`config.mk`:
```
export PLATFORM = sky130hd
export DESIGN_NAME = fetch_ctrl
export DESIGN_NICKNAME = d
export VERILOG_FILES = /design/src/rtl/fetch_pkg.sv /design/src/rtl/fetch_ctrl.sv
export SDC_FILE = /design/constraint.sdc
export NUM_CORES = 1
export LEC_CHECK = 0
export BUFFER_PORTS_ARGS = -buffer_cell sky130_fd_sc_hd__buf_2
export CAP_MARGIN = 20
export CORE_ASPECT_RATIO = 1.5
export CORE_MARGIN = 5
export CORE_UTILIZATION = 50
export CTS_CLUSTER_DIAMETER = 50
export DETAILED_ROUTE_END_ITERATION = 16
export PLACE_DENSITY = 0.81
export SETUP_SLACK_MARGIN = 0.2
export SLEW_MARGIN = 30
export SYNTH_ARGS = -nofsm -noshare
export SYNTH_HDL_FRONTEND = slang
export SYNTH_SLANG_ARGS = --single-unit
```
`constraint.sdc`:
```
create_clock -name clk -period 2.75 [get_ports clk]
set_input_delay 0.1375 -clock clk [delete_from_list [all_inputs] [get_ports clk]]
set_output_delay 0.1375 -clock clk [all_outputs]
set_load 0.03 [all_outputs]
```
`src/rtl/fetch_pkg.sv`:
```
// Shared constants and types for the IF-stage fetch controller and the PC register.
package fetch_pkg;

  localparam int PC_W = 30;

  localparam logic [PC_W-1:0] START_ADDR = 30'h0000C00;
  localparam logic [PC_W-1:0] TRAP_ADDR  = 30'h0000C40;
  localparam logic [PC_W-1:0] PC_ONE     = 30'd1;

  typedef enum logic [1:0] {
    BOOT   = 2'd0,
    FETCH  = 2'd1,
    DRAIN  = 2'd2,
    HALTED = 2'd3
  } fetch_state_t;

endpackage

```
`src/rtl/fetch_ctrl.sv`:
```
// IF-stage fetch controller: sequences PC updates, instruction fetch handshake,
// IF/ID valid and pipeline flush, resolving trap/redirect/stall/halt by priority.
module fetch_ctrl #(
  parameter logic [fetch_pkg::PC_W-1:0] START_ADDR = fetch_pkg::START_ADDR,
  parameter logic [fetch_pkg::PC_W-1:0] TRAP_ADDR  = fetch_pkg::TRAP_ADDR
) (
  input  logic                        clk,
  input  logic                        reset,
  input  logic [fetch_pkg::PC_W-1:0]  pc_cur,
  input  logic                        stall,
  input  logic                        halt,
  input  logic                        redirect_valid,
  input  logic [fetch_pkg::PC_W-1:0]  redirect_target,
  input  logic                        trap_valid,
  input  logic                        imem_ready,
  output logic                        imem_req,
  output logic [fetch_pkg::PC_W-1:0]  imem_addr,
  output logic [fetch_pkg::PC_W-1:0]  npc,
  output logic                        pc_write,
  output logic                        if_valid,
  output logic                        flush,
  output logic                        halted
);
  import fetch_pkg::*;

  fetch_state_t    state_q, state_d;
  logic            pend_valid_q, pend_valid_d;
  logic            pend_trap_q, pend_trap_d;
  logic [PC_W-1:0] pend_target_q, pend_target_d;

  logic            event_any;
  logic [PC_W-1:0] event_target;
  logic            merged_trap;
  logic [PC_W-1:0] merged_target;

  always_ff @(posedge clk) begin
    if (reset) begin
      state_q       <= BOOT;
      pend_valid_q  <= 1'b0;
      pend_trap_q   <= 1'b0;
      pend_target_q <= START_ADDR;
    end else begin
      state_q       <= state_d;
      pend_valid_q  <= pend_valid_d;
      pend_trap_q   <= pend_trap_d;
      pend_target_q <= pend_target_d;
    end
  end

  // Trap outranks redirect whenever both arrive together.
  always_comb begin
    event_any    = trap_valid | redirect_valid;
    event_target = trap_valid ? TRAP_ADDR : redirect_target;
  end

  // While draining, a newer trap always wins; a newer redirect only replaces a redirect.
  always_comb begin
    merged_trap   = pend_trap_q;
    merged_target = pend_target_q;
    if (trap_valid) begin
      merged_trap   = 1'b1;
      merged_target = TRAP_ADDR;
    end else if (redirect_valid && !pend_trap_q) begin
      merged_target = redirect_target;
    end
  end

  always_comb begin
    imem_req  = ((state_q == FETCH) || (state_q == DRAIN)) && !reset;
    imem_addr = reset ? START_ADDR : pc_cur;
    halted    = (state_q == HALTED) && !reset;
  end

  always_comb begin
    state_d       = state_q;
    pend_valid_d  = pend_valid_q;
    pend_trap_d   = pend_trap_q;
    pend_target_d = pend_target_q;
    npc           = pc_cur;
    pc_write      = 1'b0;
    if_valid      = 1'b0;
    flush         = 1'b0;

    if (reset) begin
      npc          = START_ADDR;
      state_d      = BOOT;
      pend_valid_d = 1'b0;
      pend_trap_d  = 1'b0;
    end else begin
      unique case (state_q)
        BOOT: begin
          if (event_any) begin
            pc_write = 1'b1;
            npc      = event_target;
            flush    = 1'b1;
          end
          state_d = FETCH;
        end

        FETCH: begin
          if (event_any && imem_ready) begin
            pc_write = 1'b1;
            npc      = event_target;
            flush    = 1'b1;
          end else if (event_any) begin
            // Response still outstanding: remember where to go once it lands.
            flush         = 1'b1;
            pend_valid_d  = 1'b1;
            pend_trap_d   = trap_valid;
            pend_target_d = event_target;
            state_d       = DRAIN;
          end else if (imem_ready && !stall) begin
            if_valid = 1'b1;
            pc_write = 1'b1;
            npc      = pc_cur + PC_ONE;
            if (halt) begin
              state_d = HALTED;
            end
          end
        end

        DRAIN: begin
          flush         = event_any;
          pend_trap_d   = merged_trap;
          pend_target_d = merged_target;
          if (imem_ready) begin
            pc_write     = 1'b1;
            npc          = merged_target;
            pend_valid_d = 1'b0;
            pend_trap_d  = 1'b0;
            state_d      = halt ? HALTED : FETCH;
          end
        end

        HALTED: begin
          if (event_any) begin
            pc_write = 1'b1;
            npc      = event_target;
            flush    = 1'b1;
          end
          if (!halt) begin
            state_d = FETCH;
          end
        end

        default: begin
          state_d = BOOT;
        end
      endcase
    end
  end

endmodule
```
==> metrics.yaml, run 1 <==
outcome:
  status: "finished clean"
finish:
  drive_gt1_frac: 0.319
  fin_util: 0.650
  finalNetCount: 662
  n_antenna_cell: 0
  stdcell_count: 670
  area_growth_pct: 27.9
pwr:
  p_per_area_mw_per_mm2: 740
  leakagePower_nw: 1.88
  vdd_ir_drop_max_uv: 395
detailed_routing:
  drtIter0Drc: 662
  drcViolationCount: 0
  vias: 4461
  vias_per_cell: 6.66
  firstDrtPassIters: 7
  routedWlPerCell_um: 19.9
  ant_nets: 0
  routed_wl_mm: 13.3
sta:
  timing.final.crit_share: 0.894
  tightest_slew_ns: 0.729
  setup_tns_ns: 0
  relSlewSlack: 0.514
  min_period_ns: 2.46
  worst_hold_slack_ns: 0.114
  max_freq_mhz: 407
  finClkSkew_ns: 0.00358
  setup_viol: 0
  final_hold_viol_count: 0
  grt_setup_unrepaired: "no"
  slew_viol_final: 0
  fin_ws_ns: 0.292
worst_setup_path:
  end_kind: "output port"
  critical_path.slowest_cell: "dfxtp_2"
  worst_setup_path_start_kind: "flop"
  cp.arrival_ns: 2.32
  worst-setup-path-type: "flop to output port"
  worstPathMaxFanout: 9
  cp_top_family: "simple AND/OR/NAND/NOR gates"
  path_cells: "inv_1 -> ha_1 -> nand2b_1 -> or2_2 -> nand2_1 -> a22oi_1 -> o31ai_1 -> buf_2"
  cp_num_buf_inv: 2
  critical_path_required_ns: 2.61
  max_stage_delay_ns: 0.36
grt:
  grt_pass1_vias: 4352
  grt_util_all_layers: 0.288
  antenna_found_initial: 0
  grt_max_degree: 72
  gr-total-overflow: 0
  grt_pass1_wl_mm: 21.0
placement:
  port_buffers: 131
  post-place-ws_ns: 0.360
  hpwl_mm: 9.46
  place_congestion: 1.09
  dp_cells: 659
cts:
  clock_latency_ns: 0.29
  clk_pin_slew_ns: 0.08
  hold_buffers: 0
  clkSinkCount: 33
  cts_inserted_buffers: 5
  clockRootBuffer: "clkbuf_8"
  htreeDepth: 2
  cts_tree: "done"
  clockBufferDepth: 2
hold_path:
  hp-class: "input pin to flop"
yosys:
  yosysWarnings: 0
  synth.distinct_cells: 60
  synth_top_family_by_area: "compound AO/OA/AOI/OAI gates"
  synthesis.nets: 540
  yosysSeqAreaShare: 0.192
  synth_area_per_cell_um2: 7.32
  syn_area_mm2: 0.00343
  synth_cells: 469
  yosys.area_share.adder: 0.0146
  synth_compound_area_frac: 0.326
  synthFlopType: "dfxtp_1"
  async_flop_share: 0
  synth-xor-area-share: 0.0638
  synthSimpleGateAreaFrac: 0.295
  muxShareOfSynthArea: 0.0470
  ys_seq_elements: 33
  synth_enable_flop_cells: 0
floorplanning:
  io_pins: 132
  dieWidth_um: 77.7
  dieArea_mm2: 0.00866
  initial_utilization: 0.508
  core_area_mm2: 0.00676
  rows: 37
  chipHeight_um: 112
run:
  maxCapViolCount: 0
-- metal layers --
metal / vias to the layer above / GRT usage / part of all wire
li1: 1995 / - / -
met1: 2064 / 0.345 / 0.37
met2: 344 / 0.477 / 0.48
met3: 58 / 0.0607 / 0.11
met4: 0 / 0.147 / 0.045
met5: - / 0 / 0
-- synthesized netlist by cell type (9+ instances only) --
library cell | instances | area (um2)
a21oi_1 | 22 | 110
a22oi_1 | 44 | 330
and3_1 | 9 | 56.3
buf_2 | 9 | 45.0
clkbuf_1 | 25 | 93.8
dfxtp_1 | 33 | 661
inv_1 | 11 | 41.3
mux2i_1 | 15 | 150
nand2_1 | 30 | 113
nor2_1 | 47 | 176
nor2b_1 | 30 | 188
nor3_1 | 9 | 45.0
o21ai_0 | 26 | 130
o2bb2ai_1 | 10 | 87.6
xnor2_1 | 18 | 158
-- area by class of cell --
class | count | area [um2]
Multi-Input combinational cell | 387 | 2620
Sequential cell | 33 | 666
Fill cell | 602 | 2360
Inverter | 11 | 41.3
Tap cell | 78 | 97.6
Clock inverter | 3 | 65.1
Timing Repair Buffer | 153 | 840
Clock buffer | 5 | 68.8
-- flip-flops by register name (all words and copies together), names as in the netlist --
signal,count
state_q,2
pend_target_q,30
pend_trap_q,1
-- final timing paths --
kind	to	slack, ns	from	cells after the start
worst min register to register	pend_target_q[23]$_SDFFE_PP0P_	0.51	pend_target_q[23]$_SDFFE_PP0P_	2
worst max-delay path	npc[26]	0.29	state_q[1]$_SDFFE_PP0P_	8
worst max register to register	pend_target_q[24]$_SDFFE_PP0P_	0.46	state_q[1]$_SDFFE_PP0P_	8
worst min-delay path	pend_target_q[18]$_SDFFE_PP0P_	0.11	redirect_target[18]	3
-- power by group --
group | leakage (nW) | switching (mW) | internal [mW]
sequential | 0.270 | 0.0706 | 0.585
clock | 0.0681 | 0.204 | 0.360
combinational | 1.54 | 1.31 | 0.720
-- layout by cell type (no fill, tap or decap), drive strengths merged, types with 5 or more instances in the layout --
| master | n |
|---|---|
| nand4 | 9 |
| mux2i | 15 |
| nor4 | 8 |
| o22ai | 5 |
| clkbuf | 5 |
| a22oi | 44 |
| o2bb2ai | 10 |
| nand2b | 6 |
| o21ai | 32 |
| nor2b | 30 |
| or2 | 6 |
| nand2 | 30 |
| a22o | 5 |
| nor3 | 10 |
| inv | 11 |
| dfxtp | 33 |
| nor2 | 47 |
| nand3 | 7 |
| xnor2 | 18 |
| buf | 153 |
| xor2 | 7 |
| a21oi | 22 |
| and3 | 9 |
| a221oi | 6 |
-- worst register-to-register path, stage by stage, from the launching register on --
cell and delay, ns:
dfxtp_2 0.39, inv_1 0.06, ha_1 0.27, buf_4 0.23, a21oi_1 0.43, and3b_1 0.23
buf_4 0.34, a22oi_1 0.17, nor2_1 0.11
-- cell families after synthesis --
logic type               after synthesis
AND/OR/NAND/NOR                      182
AO/OA/AOI/OAI                        160
buffers and inverters                 49
flip-flops                            33
XOR/XNOR                              25
multiplexers                          16
adder cells (fa/ha/maj)                4
-- what timing repair did --
| action | in CTS | in global routing |
|---|---|---|
| resized for setup | 5 | 10 |
| pin swaps | 0 | 3 |
| setup endpoints to repair | 22 | 22 |
| setup buffers | 0 | 3 |
-- metrics by stage --
stage                     power [mW]  area, um2
after floorplan                 1.95       3440
after global placement          2.50       4190
after detailed placement        2.55       4190
after CTS                       3.13       4340
after global routing            3.41       4390
final                           3.25       4390
Power figures use the tool's default switching activity.
==> run 2, diff against run 1 <==
Settings changed: REMOVE_ABC_BUFFERS set to 1.
==> run 2 against run 1 <==
- flip-flop and latch count did not move
- final cell count unchanged
- routed wire length down 3.5%
- clock skew grew 0.0074 ns
- total power down 6.5%
- largest power group unchanged
- highest routed layer unchanged
==> metrics.yaml, run 2 (same netlist as run 1, synthesis figures left out) <==
finish:
  multi_input_area_mm2: 0.00262
  mostFrequentLayoutCells: "buf_2, nor2_1, a22oi_1, dfxtp_1, nor2b_1"
  top_register: "pend_target_q"
  area_growth_pct: 26.7
  stdcell_count: 670
  layout_commonest_cell: "buf_2"
  n_antenna_cell: 0
  regArea_um2: 662
  largest_register_ffs: 30
  drive_gt1_frac: 0.321
  finalNetCount: 662
  top_regs: "pend_target_q: 30 flops, state_q: 2 flops, pend_trap_q: 1 flops"
  nFillCells: 634
cts:
  htreeDepth: 2
  clock_latency_ns: 0.30
  clk_pin_slew_ns: 0.08
  clkSinkCount: 33
  cts_tree: "done"
  cts_inserted_buffers: 5
  clockBufferDepth: 2
  hold_buffers: 0
  clockRootBuffer: "clkbuf_8"
run:
  maxCapViolCount: 0
pwr:
  vdd_ir_drop_max_uv: 818
  p_per_area_mw_per_mm2: 698
  leakagePower_nw: 1.86
  finalPower_mw: 3.04
outcome:
  status: "finished clean"
floorplanning:
  dieWidth_um: 77.7
  core_area_mm2: 0.00676
  rows: 37
  initial_utilization: 0.508
  io_pins: 132
  chipHeight_um: 112
  dieArea_mm2: 0.00866
sta:
  final_hold_viol_count: 0
  grt_setup_unrepaired: "no"
  slew_viol_final: 0
  setup_viol: 0
  finClkSkew_ns: 0.0110
  max_freq_mhz: 410
  min_period_ns: 2.44
  relSlewSlack: 0.579
  timing.final.crit_share: 0.888
  tightest_slew_ns: 0.632
grt:
  antenna_found_initial: 0
  grt_pass1_vias: 4131
  gr-total-overflow: 0
  grt_util_all_layers: 0.282
  grt_max_degree: 32
  grt_pass1_wl_mm: 20.2
worst_setup_path:
  path_cells: "nor2b_1 -> buf_4 -> nor2_1 -> buf_4 -> a222oi_1 -> a2bb2oi_1 -> o31ai_1 -> buf_2"
  cp-endpoint: "npc[24]"
  crit_start: "pend_trap_q$_SDFFE_PP0P_"
  worst-setup-path-type: "flop to output port"
  worstPathMaxFanout: 14
  cp.arrival_ns: 2.30
  r2r-start: "state_q[1]$_SDFFE_PP0P_"
  critical_path.slowest_cell: "a222oi_1"
  cp.depth: 8
  rrSetupSlack_ns: 0.84
  end_kind: "output port"
  cpMostUsedCell: "buf_4"
  reg2reg_to: "pend_target_q[23]$_SDFFE_PP0P_"
  cp_num_buf_inv: 3
  critical_path_required_ns: 2.61
  max_stage_delay_ns: 0.37
  cp_top_family: "buffers and inverters"
  ff2ff_path_depth: 6
  worst_setup_path_start_kind: "flop"
detailed_routing:
  drtIter0Drc: 417
  routedWlPerCell_um: 19.2
  ant_nets: 0
  vias: 4287
  firstDrtPassIters: 5
  drcViolationCount: 0
  vias_per_cell: 6.40
  routed_wl_mm: 12.9
placement:
  hpwl_mm: 9.48
  port_buffers: 131
  place_congestion: 0.909
  dp_cells: 661
hold_path:
  hp-class: "input pin to flop"
## run 2: power by group
| group | leakage (nW) | internal, mW | total, mW | switching (mW) |
|---|---|---|---|---|
| Clock | 0.0542 | 0.227 | 0.431 | 0.204 |
| Sequential | 0.269 | 0.581 | 0.647 | 0.0658 |
| Combinational | 1.53 | 0.699 | 1.96 | 1.26 |
| Total | 1.86 | 1.51 | 3.04 | 1.53 |
## run 2: tightest hold or removal path, cell delays in order
cell     delay [ns]
buf_2          0.09
a22oi_1        0.07
nor2_1         0.08
## run 2: final cells by class
class                           count  area share
Multi-Input combinational cell    387       0.602
Timing Repair Buffer              153       0.190
Sequential cell                    33       0.152
Tap cell                           78      0.0224
Clock buffer                        7      0.0221
Inverter                           11     0.00949
Clock inverter                      1     0.00115
## run 2: worst min-delay path by stage
stage / startpoint / end / cells past startpoint
after floorplan: reset / pend_target_q[0]$_SDFFE_PP0P_ / 1
after global placement: redirect_target[23] / pend_target_q[23]$_SDFFE_PP0P_ / 3
after detailed placement: redirect_target[7] / pend_target_q[7]$_SDFFE_PP0P_ / 3
after CTS: redirect_target[21] / pend_target_q[21]$_SDFFE_PP0P_ / 3
after global routing: redirect_target[18] / pend_target_q[18]$_SDFFE_PP0P_ / 3
final: redirect_target[21] / pend_target_q[21]$_SDFFE_PP0P_ / 3
## run 2: timing repair
action | CTS | global route
setup endpoints to repair | 16 | 25
pin swaps | 0 | 0
gates resized for setup | 5 | 9
setup buffers | 1 | 0
## run 2: per-layer routing
layer | vias up | routed length (um) | track usage
met5 | - | 0 | 0
met4 | 0 | 568 | 0.153
met3 | 48 | 1020 | 0.0518
met2 | 218 | 6610 | 0.490
met1 | 2023 | 4680 | 0.317
li1 | 1998 | - | -
## run 2: per-stage QoR
stage	TNS [ns]	setup slack, ns	hold slack (ns)	utilization	area [um2]
floorplan	-0.476	-0.263	0.210	-	3270
global placement	0	0.412	0.408	0.619	4190
detailed placement	0	0.341	0.417	0.619	4190
CTS	0	0.203	0.0958	0.638	4320
global route	0	0.211	0.110	0.644	4350
finish	0	0.309	0.101	0.644	4350
==> run 3, diff against run 2 <==
Settings changed: CELL_PAD_IN_SITES_DETAIL_PLACEMENT set to 0, CELL_PAD_IN_SITES_GLOBAL_PLACEMENT set to 2, CORE_UTILIZATION 50 to 27, PLACE_DENSITY 0.81 to not set, PLACE_DENSITY_LB_ADDON set to 0.1.
==> run 3 against run 2 <==
- sequential share of layout area shrank 0.44 points
- clock-buffer cell count stayed put
- non-clock buffer count unchanged
- critical path depth stayed put
- sequential power is essentially flat
- final area grew 3.2%
- via count decreased by 3.3%
==> metrics.yaml, run 3 (same netlist as run 1, synthesis figures left out) <==
grt:
  grt_max_degree: 35
  antenna_found_initial: 0
  grt_pass1_vias: 4056
  grt_pass1_wl_mm: 23.6
  grt_util_all_layers: 0.202
  gr-total-overflow: 0
cts:
  cts_inserted_buffers: 5
  htreeDepth: 2
  clock_latency_ns: 0.29
  cts_tree: "done"
  hold_buffers: 0
  clk_pin_slew_ns: 0.06
  clkSinkCount: 33
  clockRootBuffer: "clkbuf_16"
  clockBufferDepth: 2
worst_setup_path:
  critical_path.slowest_cell: "dfxtp_2"
  max_stage_delay_ns: 0.35
  worstPathMaxFanout: 9
  cp.arrival_ns: 2.32
  critical_path_required_ns: 2.61
  worst_setup_path_start_kind: "flop"
  cp_num_buf_inv: 2
  path_cells: "inv_1 -> ha_4 -> and3b_2 -> o21bai_4 -> a222oi_1 -> a2bb2oi_1 -> o31ai_1 -> buf_2"
  end_kind: "output port"
  worst-setup-path-type: "flop to output port"
  cp_top_family: "compound AO/OA/AOI/OAI gates"
finish:
  top_regs: "pend_target_q: 30 flops, state_q: 2 flops, pend_trap_q: 1 flops"
  finalNetCount: 662
  mostFrequentLayoutCells: "buf_2, nor2_1, a22oi_1, dfxtp_1"
  stdcell_count: 747
  largest_register_ffs: 30
  n_antenna_cell: 0
  area_growth_pct: 30.7
  drive_gt1_frac: 0.316
  fin_area_mm2: 0.00449
  top_register: "pend_target_q"
  layout_commonest_cell: "buf_2"
  fin_util: 0.359
  nFillCells: 1409
sta:
  setup_viol: 0
  max_freq_mhz: 407
  tightest_slew_ns: 0.557
  fin_ws_ns: 0.294
  worst_hold_slack_ns: 0.115
  timing.final.crit_share: 0.893
  slew_viol_final: 0
  finClkSkew_ns: 0.00850
  final_hold_viol_count: 0
  grt_setup_unrepaired: "yes"
  relSlewSlack: 0.626
  min_period_ns: 2.46
  setup_tns_ns: 0
placement:
  dpl_cell_area_mm2: 0.00428
  port_buffers: 131
  post-place-ws_ns: 0.166
  place_congestion: 0.828
  dp_cells: 737
  hpwl_mm: 11.4
floorplanning:
  initial_utilization: 0.274
  core_area_mm2: 0.0125
  dieWidth_um: 102
  io_pins: 132
  dieArea_mm2: 0.0151
  rows: 50
  chipHeight_um: 148
detailed_routing:
  ant_nets: 0
  routedWlPerCell_um: 20.9
  routed_wl_mm: 15.6
  vias_per_cell: 5.55
  vias: 4145
  drtIter0Drc: 193
  drcViolationCount: 0
  firstDrtPassIters: 4
pwr:
  finalPower_mw: 3.26
  vdd_ir_drop_max_uv: 458
  p_per_area_mw_per_mm2: 726
  leakagePower_nw: 1.88
run:
  maxCapViolCount: 0
hold_path:
  hp-class: "input pin to flop"
outcome:
  status: "finished clean"
-- run 3: cell count changes in the layout (fill, tap and decap cells not counted), sizes merged --
cell,previous run,this run
clkinv,1,0
-- run 3: metal layers --
metal / up-vias / GRT usage / wire, um
met5: - / 0 / 0
met4: 0 / 0.0532 / 247
met3: 15 / 0.0221 / 868
met2: 144 / 0.370 / 8120
met1: 1987 / 0.245 / 6390
li1: 1999 / - / -
-- run 3: report_power, final --
group	switching [mW]	internal (mW)	total (mW)
sequential	0.0621	0.583	0.645
combinational	1.33	0.697	2.03
clock	0.231	0.357	0.588
-- run 3: worst register-to-register path, cell delays in order, from the launching register on --
cell and delay, ns:
dfxtp_2 0.37, inv_1 0.06, ha_1 0.20, buf_4 0.22, a21oi_1 0.42, and3b_1 0.29, buf_4 0.27, a22oi_1 0.13
nor2_1 0.11
-- run 3: worst paths after layout --
| path | start | endpoint | slack [ns] | cells past startpoint |
|---|---|---|---|---|
| setup / recovery | state_q[0]$_SDFFE_PP0P_ | npc[24] | 0.29 | 8 |
| hold / removal | redirect_target[7] | pend_target_q[7]$_SDFFE_PP0P_ | 0.12 | 3 |
| setup reg to reg | state_q[1]$_SDFFE_PP0P_ | pend_target_q[12]$_SDFFE_PP0P_ | 0.62 | 8 |
| hold reg to reg | pend_target_q[10]$_SDFFE_PP1P_ | pend_target_q[10]$_SDFFE_PP1P_ | 0.48 | 2 |
-- run 3: area by class of cell --
class | count | area (um2) | share of cell area
Clock buffer | 7 | 143 | 0.0318
Inverter | 11 | 41.3 | 0.00919
Multi-Input combinational cell | 387 | 2620 | 0.582
Sequential cell | 33 | 663 | 0.148
Tap cell | 156 | 195 | 0.0435
Timing Repair Buffer | 153 | 833 | 0.186
-- run 3: timing repair --
| action | in CTS | in global routing |
|---|---|---|
| endpoints found under the setup margin | 21 | 18 |
| resized for setup | 5 | 6 |
| setup buffers | 0 | 3 |
| pin swaps | 1 | 2 |
